==> src/rtl/gate_interlock_pkg.sv <==
// Shared definitions for the gate interlock: one-hot leg states, defaults and
// request-vector helpers. Request vectors are always ordered {t, a, b}.
package gate_interlock_pkg;

  localparam int         NUM_SW   = 3;
  localparam int         DT_W_DEF = 8;
  localparam logic [7:0] DT_DEF   = 8'd20;

  typedef enum logic [4:0] {
    S_OFF   = 5'b00001,
    S_T     = 5'b00010,
    S_A     = 5'b00100,
    S_B     = 5'b01000,
    S_FAULT = 5'b10000
  } state_t;

  typedef logic [NUM_SW-1:0] req_t;

  // True when more than one bit is set (clearing the lowest set bit leaves something).
  function automatic logic multi_req(input req_t r);
    return (r & (r - req_t'(1))) != '0;
  endfunction

  function automatic state_t sw_state(input req_t r);
    case (r)
      3'b100:  return S_T;
      3'b010:  return S_A;
      3'b001:  return S_B;
      default: return S_OFF;
    endcase
  endfunction

endpackage

==> src/rtl/gate_interlock_dt_counter.sv <==
// Loadable saturating down-counter timing the all-off dead interval.
// done rises on the cycle the leg may be granted again; a value of 0 acts as 1.
module dt_counter #(
  parameter int DT_W = 8
) (
  input  logic            clk_in,
  input  logic            load,
  input  logic [DT_W-1:0] value,
  output logic            done
);

  logic [DT_W-1:0] cnt;

  // The load cycle itself is the first all-off cycle, hence value-1.
  always_ff @(posedge clk_in) begin
    if (load)
      cnt <= (value == '0) ? '0 : value - 1'b1;
    else if (cnt != '0)
      cnt <= cnt - 1'b1;
  end

  assign done = (cnt == '0);

endmodule

==> src/rtl/gate_interlock.sv <==
// Three-switch leg interlock: one gate at a time, all-off dead time before every
// turn-on, and a sticky fault on persistent overlapping requests.
module gate_interlock
  import gate_interlock_pkg::*;
#(
  parameter int DT_W    = DT_W_DEF,
  parameter int OVL_MAX = 4
) (
  input  logic            clk_in,
  input  logic            rst_in,
  input  logic            en,
  input  logic            pwm_t,
  input  logic            pwm_a,
  input  logic            pwm_b,
  input  logic [DT_W-1:0] dead_cyc,
  input  logic            fault_clr,
  output logic            gate_t,
  output logic            gate_a,
  output logic            gate_b,
  output logic            fault,
  output logic [2:0]      fault_src
);

  localparam int OW = $clog2(OVL_MAX + 1);

  state_t        state, state_nx;
  req_t          req;
  logic [OW-1:0] ovl_cnt, ovl_nx;
  logic          multi, trip, own_req, dt_load, dt_done;

  assign req   = {pwm_t, pwm_a, pwm_b};
  assign multi = multi_req(req);
  assign trip  = (state != S_FAULT) && multi && (ovl_cnt == OW'(OVL_MAX - 1));

  always_comb begin
    own_req = 1'b0;
    case (state)
      S_T:     own_req = pwm_t;
      S_A:     own_req = pwm_a;
      S_B:     own_req = pwm_b;
      default: own_req = 1'b0;
    endcase
  end

  always_comb begin
    state_nx = state;
    ovl_nx   = '0;
    if (state != S_FAULT && multi)
      ovl_nx = ovl_cnt + 1'b1;
    case (state)
      S_OFF: begin
        if (trip)
          state_nx = S_FAULT;
        else if (dt_done && en && !multi && req != '0)
          state_nx = sw_state(req);
      end
      S_T, S_A, S_B: begin
        if (trip)
          state_nx = S_FAULT;
        else if (!own_req || !en)
          state_nx = S_OFF;
      end
      S_FAULT: begin
        if (fault_clr && req == '0)
          state_nx = S_OFF;
      end
      default: state_nx = S_OFF;
    endcase
    if (trip)
      ovl_nx = '0;
  end

  // Reset arms the dead interval exactly like a gate falling.
  assign dt_load = rst_in || (state_nx == S_OFF && state != S_OFF);

  dt_counter #(.DT_W(DT_W)) u_dt (
    .clk_in (clk_in),
    .load   (dt_load),
    .value  (dead_cyc),
    .done   (dt_done)
  );

  always_ff @(posedge clk_in) begin
    if (rst_in) begin
      state     <= S_OFF;
      ovl_cnt   <= '0;
      gate_t    <= 1'b0;
      gate_a    <= 1'b0;
      gate_b    <= 1'b0;
      fault     <= 1'b0;
      fault_src <= '0;
    end else begin
      state   <= state_nx;
      ovl_cnt <= ovl_nx;
      gate_t  <= (state_nx == S_T);
      gate_a  <= (state_nx == S_A);
      gate_b  <= (state_nx == S_B);
      fault   <= (state_nx == S_FAULT);
      if (trip)
        fault_src <= req;
      else if (state_nx != S_FAULT)
        fault_src <= '0;
    end
  end

endmodule

==> config.mk <==
export PLATFORM = sky130hd
export DESIGN_NAME = gate_interlock
export DESIGN_NICKNAME = d
export VERILOG_FILES = /design/src/rtl/gate_interlock_pkg.sv /design/src/rtl/gate_interlock_dt_counter.sv /design/src/rtl/gate_interlock.sv
export SDC_FILE = /design/constraint.sdc
export NUM_CORES = 1
export LEC_CHECK = 0
export ABC_CLOCK_PERIOD_IN_PS = 4300
export CAP_MARGIN = 10
export CORE_UTILIZATION = 35
export DETAILED_ROUTE_END_ITERATION = 12
export GPL_TIMING_DRIVEN = 0
export PLACE_DENSITY = 0.64
export SYNTH_ARGS = -nofsm -noshare
export SYNTH_HDL_FRONTEND = slang
export SYNTH_SLANG_ARGS = --single-unit
==> constraint.sdc <==
create_clock -name clk_in -period 4.3 [get_ports clk_in]
set_clock_uncertainty 0.1 [all_clocks]
set_input_delay 0.43 -clock clk_in [delete_from_list [all_inputs] [get_ports clk_in]]
set_output_delay 0.43 -clock clk_in [all_outputs]
set_load 0.01 [all_outputs]
# Word-level counts from Yosys, hierarchy flattened
# Cells that the tools add are included.
[classes] n_mux=13 n_eq_ne=17 shifts=0 add_sub_neg=4 n_mul=0 n_bitwise=2 div_mod_pow=0 order_cmp=0 n_reduce_logical=22
[op_table] op="2-to-1 mux 5 bit" n=5
[op_table] op="2-to-1 mux 8 bit" n=3
[op_table] op="zero test 8 bit" n=2
[op_table] op="subtractor 8 x 1 -> 8 bit, second input constant" n=2
[op_table] op="one-hot mux 5 bit (3 select lines)" n=1
[op_table] op="one-hot mux 4 bit (3 select lines)" n=1
[op_table] op="== test 5 x 1 -> 1 bit, second input constant" n=2
[op_table] op="== test 5 x 2 -> 1 bit, second input constant" n=2
[op_table] op="== test 5 x 3 -> 1 bit, second input constant" n=2
[op_table] op="== test 5 x 4 -> 1 bit, second input constant" n=2
[op_table] op="== test 5 bit, second input constant" n=2
[op_table] op="!= test 5 bit, second input constant" n=2
[op_table] op="nonzero test 8 bit" n=1
[op_table] op="logical AND 1 bit" n=7
[op_table] op="== test 3 x 2 -> 1 bit, second input constant" n=2
[op_table] op="2-to-1 mux 3 bit" n=2
[op_table] op="nonzero test 3 bit" n=2
[op_table] op="OR reduction 3 bit" n=2
[op_table] op="!= test 5 x 1 -> 1 bit, second input constant" n=1
[op_table] op="nonzero test 2 bit" n=2
[op_table] op="adder 3 x 1 -> 3 bit, second input constant" n=1
[op_table] op="bitwise AND 3 bit" n=1
[op_table] op="== test 3 x 1 -> 1 bit, second input constant" n=1
[op_table] op="== test 3 bit, second input constant" n=1
[op_table] op="6 further kinds" n=9
[totals] word_cells=66 rom_bits=0 mem_bits_rw=0 mem_count=0 output_inout_bits=7 latch_bits=0 register_bits=23 input_bits=15

# Logic depth before layout (Yosys ltp)
[depth] word_depth=13 mapped_depth=9 ltp_nobuf=8

# By module
# From an unflattened synthesis, not the netlist that was laid out.
[hier_totals] cells_unflattened=152 area_unflattened_um2=1400.1
[modules_own_cells] mod="gate_interlock" seq_area_each_um2=300.3 area_per_inst_um2=798.3 n_inst=1 cells_each=91
[modules_own_cells] mod="dt_counter" seq_area_each_um2=240.2 area_per_inst_um2=601.8 n_inst=1 cells_each=61

# Worst setup path after synthesis
# Ideal clock, no wire load.
[synth_timing] path_type="input port to flip-flop" from="in pwm_t" to="reg u_dt.cnt[0] (enable)" t_required_ns=3.871 arrival_time_ns=1.751 setup_time_ns=0.329 slack_ns=2.120 n_path_buf=2 path_stages=8 cell_sequence="buf_6 -> maj3_2 -> nand2_4 -> nor2_4 -> o311ai_2 -> o211ai_2 -> buf_6 -> nand2_1"
[synth_via] elab_chain_len=13 elab_cells_between_ends=28 classes_between="1 x add/sub; 4 x eq/ne; 8 x mux; 1 x bitwise; 14 x reduce/logical"
[synth_rtl] item="from (decl)" line_no="gate_interlock.sv:12" text="input logic pwm_t,"
[synth_rtl] item="subtractor 3 x 1 -> 3 bit" line_no="gate_interlock_pkg.sv:21" text="return (r & (r - req_t'(1))) != '0;"
[synth_rtl] item="bitwise AND 3 bit" line_no="gate_interlock_pkg.sv:21"
[synth_rtl] item="nonzero test 3 bit" line_no="gate_interlock_pkg.sv:21"
[synth_rtl] item="zero test 1 bit" line_no="gate_interlock.sv:54" text="else if (dt_done && en && !multi && req != '0)"
[synth_rtl] item="logical AND 1 bit (2 in a row)" line_no="gate_interlock.sv:54"
[synth_rtl] item="2-to-1 mux 5 bit" line_no="gate_interlock.sv:54"
[synth_rtl] item="2-to-1 mux 5 bit" line_no="gate_interlock.sv:52" text="if (trip)"
[synth_rtl] item="one-hot mux 5 bit (3 select lines) *" line_no="gate_interlock.sv:50" text="case (state)"
[synth_rtl] item="== test 5 x 1 -> 1 bit *" line_no="gate_interlock.sv:74" text="assign dt_load = rst_in || (state_nx == S_OFF && state != S_OFF);"
[synth_rtl] item="logical AND 1 bit *" line_no="gate_interlock.sv:74"
[synth_rtl] item="logical OR 1 bit *" line_no="gate_interlock.sv:74"
[synth_rtl] item="nonzero test 2 bit (no line) *"
[synth_rtl] item="to (signal assigned)" line_no="gate_interlock_dt_counter.sv:17" text="cnt <= (value == '0) ? '0 : value - 1'b1;"
[synth_rtl] item="to (signal assigned)" line_no="gate_interlock_dt_counter.sv:19" text="cnt <= cnt - 1'b1;"
[synth_rtl] item="to (decl)" line_no="gate_interlock_dt_counter.sv:12" text="logic [DT_W-1:0] cnt;"
# Mark *: on every way between the ends. The rest lies on a longest branch, timed or not.
# A chain may end at the register's enable or synchronous reset.

# Final worst setup path
[layout_timing] from="reg u_dt.cnt[0]" to="reg u_dt.cnt[1] (enable)"
[layout_via] elab_chain_len=11 elab_cells_between_ends=12 classes_between="1 x eq/ne; 3 x mux; 8 x reduce/logical"
[layout_rtl] item="zero test 8 bit" line_no="gate_interlock_dt_counter.sv:22" text="assign done = (cnt == '0);"
[layout_rtl] item="logical AND 1 bit (3 in a row)" line_no="gate_interlock.sv:54"
[layout_rtl] item="2-to-1 mux 5 bit" line_no="gate_interlock.sv:54"
[layout_rtl] item="2-to-1 mux 5 bit" line_no="gate_interlock.sv:52"
[layout_rtl] item="one-hot mux 5 bit (3 select lines)" line_no="gate_interlock.sv:50"
[layout_rtl] item="== test 5 x 1 -> 1 bit" line_no="gate_interlock.sv:74"
[layout_rtl] item="logical AND 1 bit" line_no="gate_interlock.sv:74"
[layout_rtl] item="logical OR 1 bit" line_no="gate_interlock.sv:74"
[layout_rtl] item="nonzero test 2 bit (no line) *"
# Marks and branches as above.

==> impl_metrics.env <==
export IMPL_fin_tns_setup_ns=0
export IMPL_cp_max_fo=9
export IMPL_avgSynthCellArea_sq_um=9.217
export IMPL_h_tree_depth=1
export IMPL_antenna_found_initial=0
export IMPL_max_cap_violations=0
export IMPL_dp_hpwl_mm=2.380
export IMPL_synthArstFlopShare_pct=0
export IMPL_fmax_ghz=0.4038
export IMPL_synthTopCellsByArea="dfxtp_1 (19%), edfxtp_1 (15%), mux2i_1 (7.1%), nor2_1 (5.3%), ha_1 (4.0%)"
export IMPL_critical_path_most_common_cell="o211ai_2"
export IMPL_clkLatencyLatePin_ns=0.27
export IMPL_clkTransAtPathRegs_ns=0.08
export IMPL_endpoint_kind="flop"
export IMPL_ioPinCount=22
export IMPL_fp_dieH_microns=68.72
export IMPL_track_usage_pct=14.41
export IMPL_syn_instance_count=169
export IMPL_holdCritStartpoint="ovl_cnt[0]$_SDFF_PP0_"
export IMPL_fp_row_count=23
export IMPL_yosysMostFrequentCell="nor2_1"
export IMPL_detail_route_wl_per_cell_microns=12.87
export IMPL_worstSetupPathType="flop to flop"
export IMPL_drt_iter0_markers=46
export IMPL_nNetsFinal=212
export IMPL_grt_overflow=0
export IMPL_fin_crit_ns=2.476
export IMPL_die_area_sq_um=4722
export IMPL_reg2reg_from="u_dt.cnt[0]$_DFFE_PP_"
export IMPL_rsz0062_at_grt="no"
export IMPL_hold_path_class="flop to flop"
export IMPL_critical_path_max_stage_delay_ns=0.46
export IMPL_drive_above_1_share_pct=12.57
export IMPL_placedInstanceArea_sq_um=1800
export IMPL_syn_nets=189
export IMPL_hold_viol_final=0
export IMPL_p_leak_nw=0.7114
export IMPL_cpLargestDelayFamily="simple AND/OR/NAND/NOR gates"
export IMPL_drv_slew=0
export IMPL_yosys_top_cells_count="nor2_1 (22), dfxtp_1 (15), nand2_1 (14)"
export IMPL_relSlewSlack_pct=74.70
export IMPL_cts_root_buf="clkbuf_8"
export IMPL_setup_viol=0
export IMPL_drtAntennaViolNets=0
export IMPL_area_growth_syn_to_layout_pct=18.55
export IMPL_path_cells="inv_1, ha_1, and4bb_1, nand2_2, o211ai_2, o311ai_2, o211ai_2, buf_6, nand2_1"
export IMPL_ff_latch_area_sq_um=540.5
export IMPL_tritoncts="done"
export IMPL_fill_cells=423
export IMPL_ys_flop_type="dfxtp_1"
export IMPL_vias_per_cell=5.220
export IMPL_routed_wl_mm=3.101
export IMPL_synth_edf_count=8
export IMPL_start_util_pct=37.59
export IMPL_place_gp_congestion=0.8271
export IMPL_yosys_area_top_type="dfxtp_1"
export IMPL_grt_first_pass_wirelength_mm=4.954
export IMPL_p_per_area_nw_per_um2=282.3
export IMPL_cts_setup_buffers=0
export IMPL_vias=1258
export IMPL_cts_buffers=3
export IMPL_yosysSeqAreaShare_pct=34.70
export IMPL_synth_top_area_share_pct=19.28
export IMPL_required_ns=4.15
export IMPL_period_share_pct=57.59
export IMPL_cts_sinks=23
export IMPL_core_area_sq_um=4144
export IMPL_setup_worst_path_start="u_dt.cnt[0]$_DFFE_PP_"
export IMPL_yosys_warnings=0
export IMPL_synth_distinct_cells=46
export IMPL_outcome="finished clean"
export IMPL_multi_input_area_sq_um=918.4
export IMPL_first_pass_iters=4
export IMPL_first_global_vias=1133
export IMPL_grt_max_degree=14
export IMPL_arrival_ns=2.33
export IMPL_syn_area_sq_um=1558
export IMPL_max_vdd_ir_drop_mv=0.1700
export IMPL_cp_slowest_cell="edfxtp_1"
export IMPL_route_detailed_drc=0
export IMPL_critPathBufInv=2
export IMPL_diodes=0
export IMPL_ys_seq_elements=23
export IMPL_port_buffers=18
export IMPL_cts_buffer_depth=2
export IMPL_tightest_slew_ns=0.3743
export IMPL_die_w_microns=68.72
export IMPL_finish_instance_area_sq_um=1847
export IMPL_startpoint_type="flop"
export IMPL_cts_hold_buf=0
export IMPL_cts_resized=0
==> cells by family (layout without fill, tap and decap cells) <==
kind of cell | count (synthesis) | in the layout | share of synthesized area [%]
muxes | 11 | 11 | 7.069
AOI/OAI and AO/OA | 25 | 25 | 12.53
DFF | 23 | 23 | 34.70
xor gates and xnor gates | 12 | 12 | 6.747
buffers and inverters | 16 | 38 | 6.344
adders and majority gates | 6 | 6 | 4.739
and+or+nand+nor | 76 | 76 | 27.87
==> path summary, 6_finish.rpt <==
| kind | endpoint | slack [ns] | cells after the start |
|---|---|---|---|
| setup reg to reg | u_dt.cnt[1]$_DFFE_PP_ | 1.82 | 9 |
| hold reg to reg | ovl_cnt[0]$_SDFF_PP0_ | 0.33 | 1 |
| setup / recovery | u_dt.cnt[1]$_DFFE_PP_ | 1.82 | 9 |
| hold / removal | ovl_cnt[0]$_SDFF_PP0_ | 0.33 | 1 |
==> per-layer routing <==
metal,track usage [%],vias to the layer above,part of all wire [%]
met3,3.783,7,2.4
met1,16.33,586,47
met4,6.378,0,1.9
met5,0,-,0
met2,25.25,16,49
li1,-,649,-
==> area by class of cell <==
class	count	share of cell area (%)
Multi-Input combinational cell	130	49.73
Sequential cell	23	29.27
Timing Repair Buffer	18	9.756
Buffer	8	3.726
Tap cell	50	3.388
Clock buffer	3	2.236
Inverter	8	1.626
Clock inverter	1	0.2710
==> per-stage QoR <==
step	setup slack [ns]	utilization, %	hold WS, ns	total power [mW]	cells
after CTS	1.832	44.57	0.3307	0.5275	241
after detailed placement	1.600	43.45	0.3189	0.3903	237
final	1.824	44.57	0.3275	0.5213	241
after floorplan	2.120	-	0.2992	0.3584	169
after global routing	1.695	44.57	0.3517	0.5494	241
after global placement	1.625	43.45	0.3115	0.3883	237
==> registers in the layout, summed over array words and instances (netlist names) <==
name,flops
fault,1
fault_src,3
gate_a,1
gate_b,1
gate_t,1
ovl_cnt,3
state,5
u_dt.cnt,8
==> layout by cell type (no fill, tap or decap), types with 2 or more instances in the layout <==
| cell | n |
|---|---|
| dfxtp_1 | 15 |
| nor3b_1 | 2 |
| o211ai_1 | 2 |
| nor2b_1 | 3 |
| a31oi_1 | 2 |
| nor2_1 | 22 |
| xor2_1 | 7 |
| nor3_1 | 4 |
| a21oi_1 | 7 |
| ha_1 | 5 |
| o211ai_2 | 3 |
| buf_6 | 4 |
| a22oi_1 | 3 |
| nor4b_1 | 3 |
| mux2i_1 | 11 |
| edfxtp_1 | 8 |
| inv_1 | 8 |
| nand2b_1 | 3 |
| clkbuf_8 | 3 |
| nor4_1 | 4 |
| xnor2_1 | 5 |
| nand3_1 | 6 |
| buf_4 | 2 |
| clkdlybuf4s50_1 | 18 |
| nand3b_1 | 4 |
| nand2_1 | 14 |
==> where the power goes <==
| group | switching, mW | internal (mW) |
|---|---|---|
| Sequential | 0.0274 | 0.252 |
| Clock | 0.0718 | 0.0648 |
| Combinational | 0.0479 | 0.0573 |
| Total | 0.147 | 0.374 |
No activity file was read; power rests on OpenSTA's default activity.
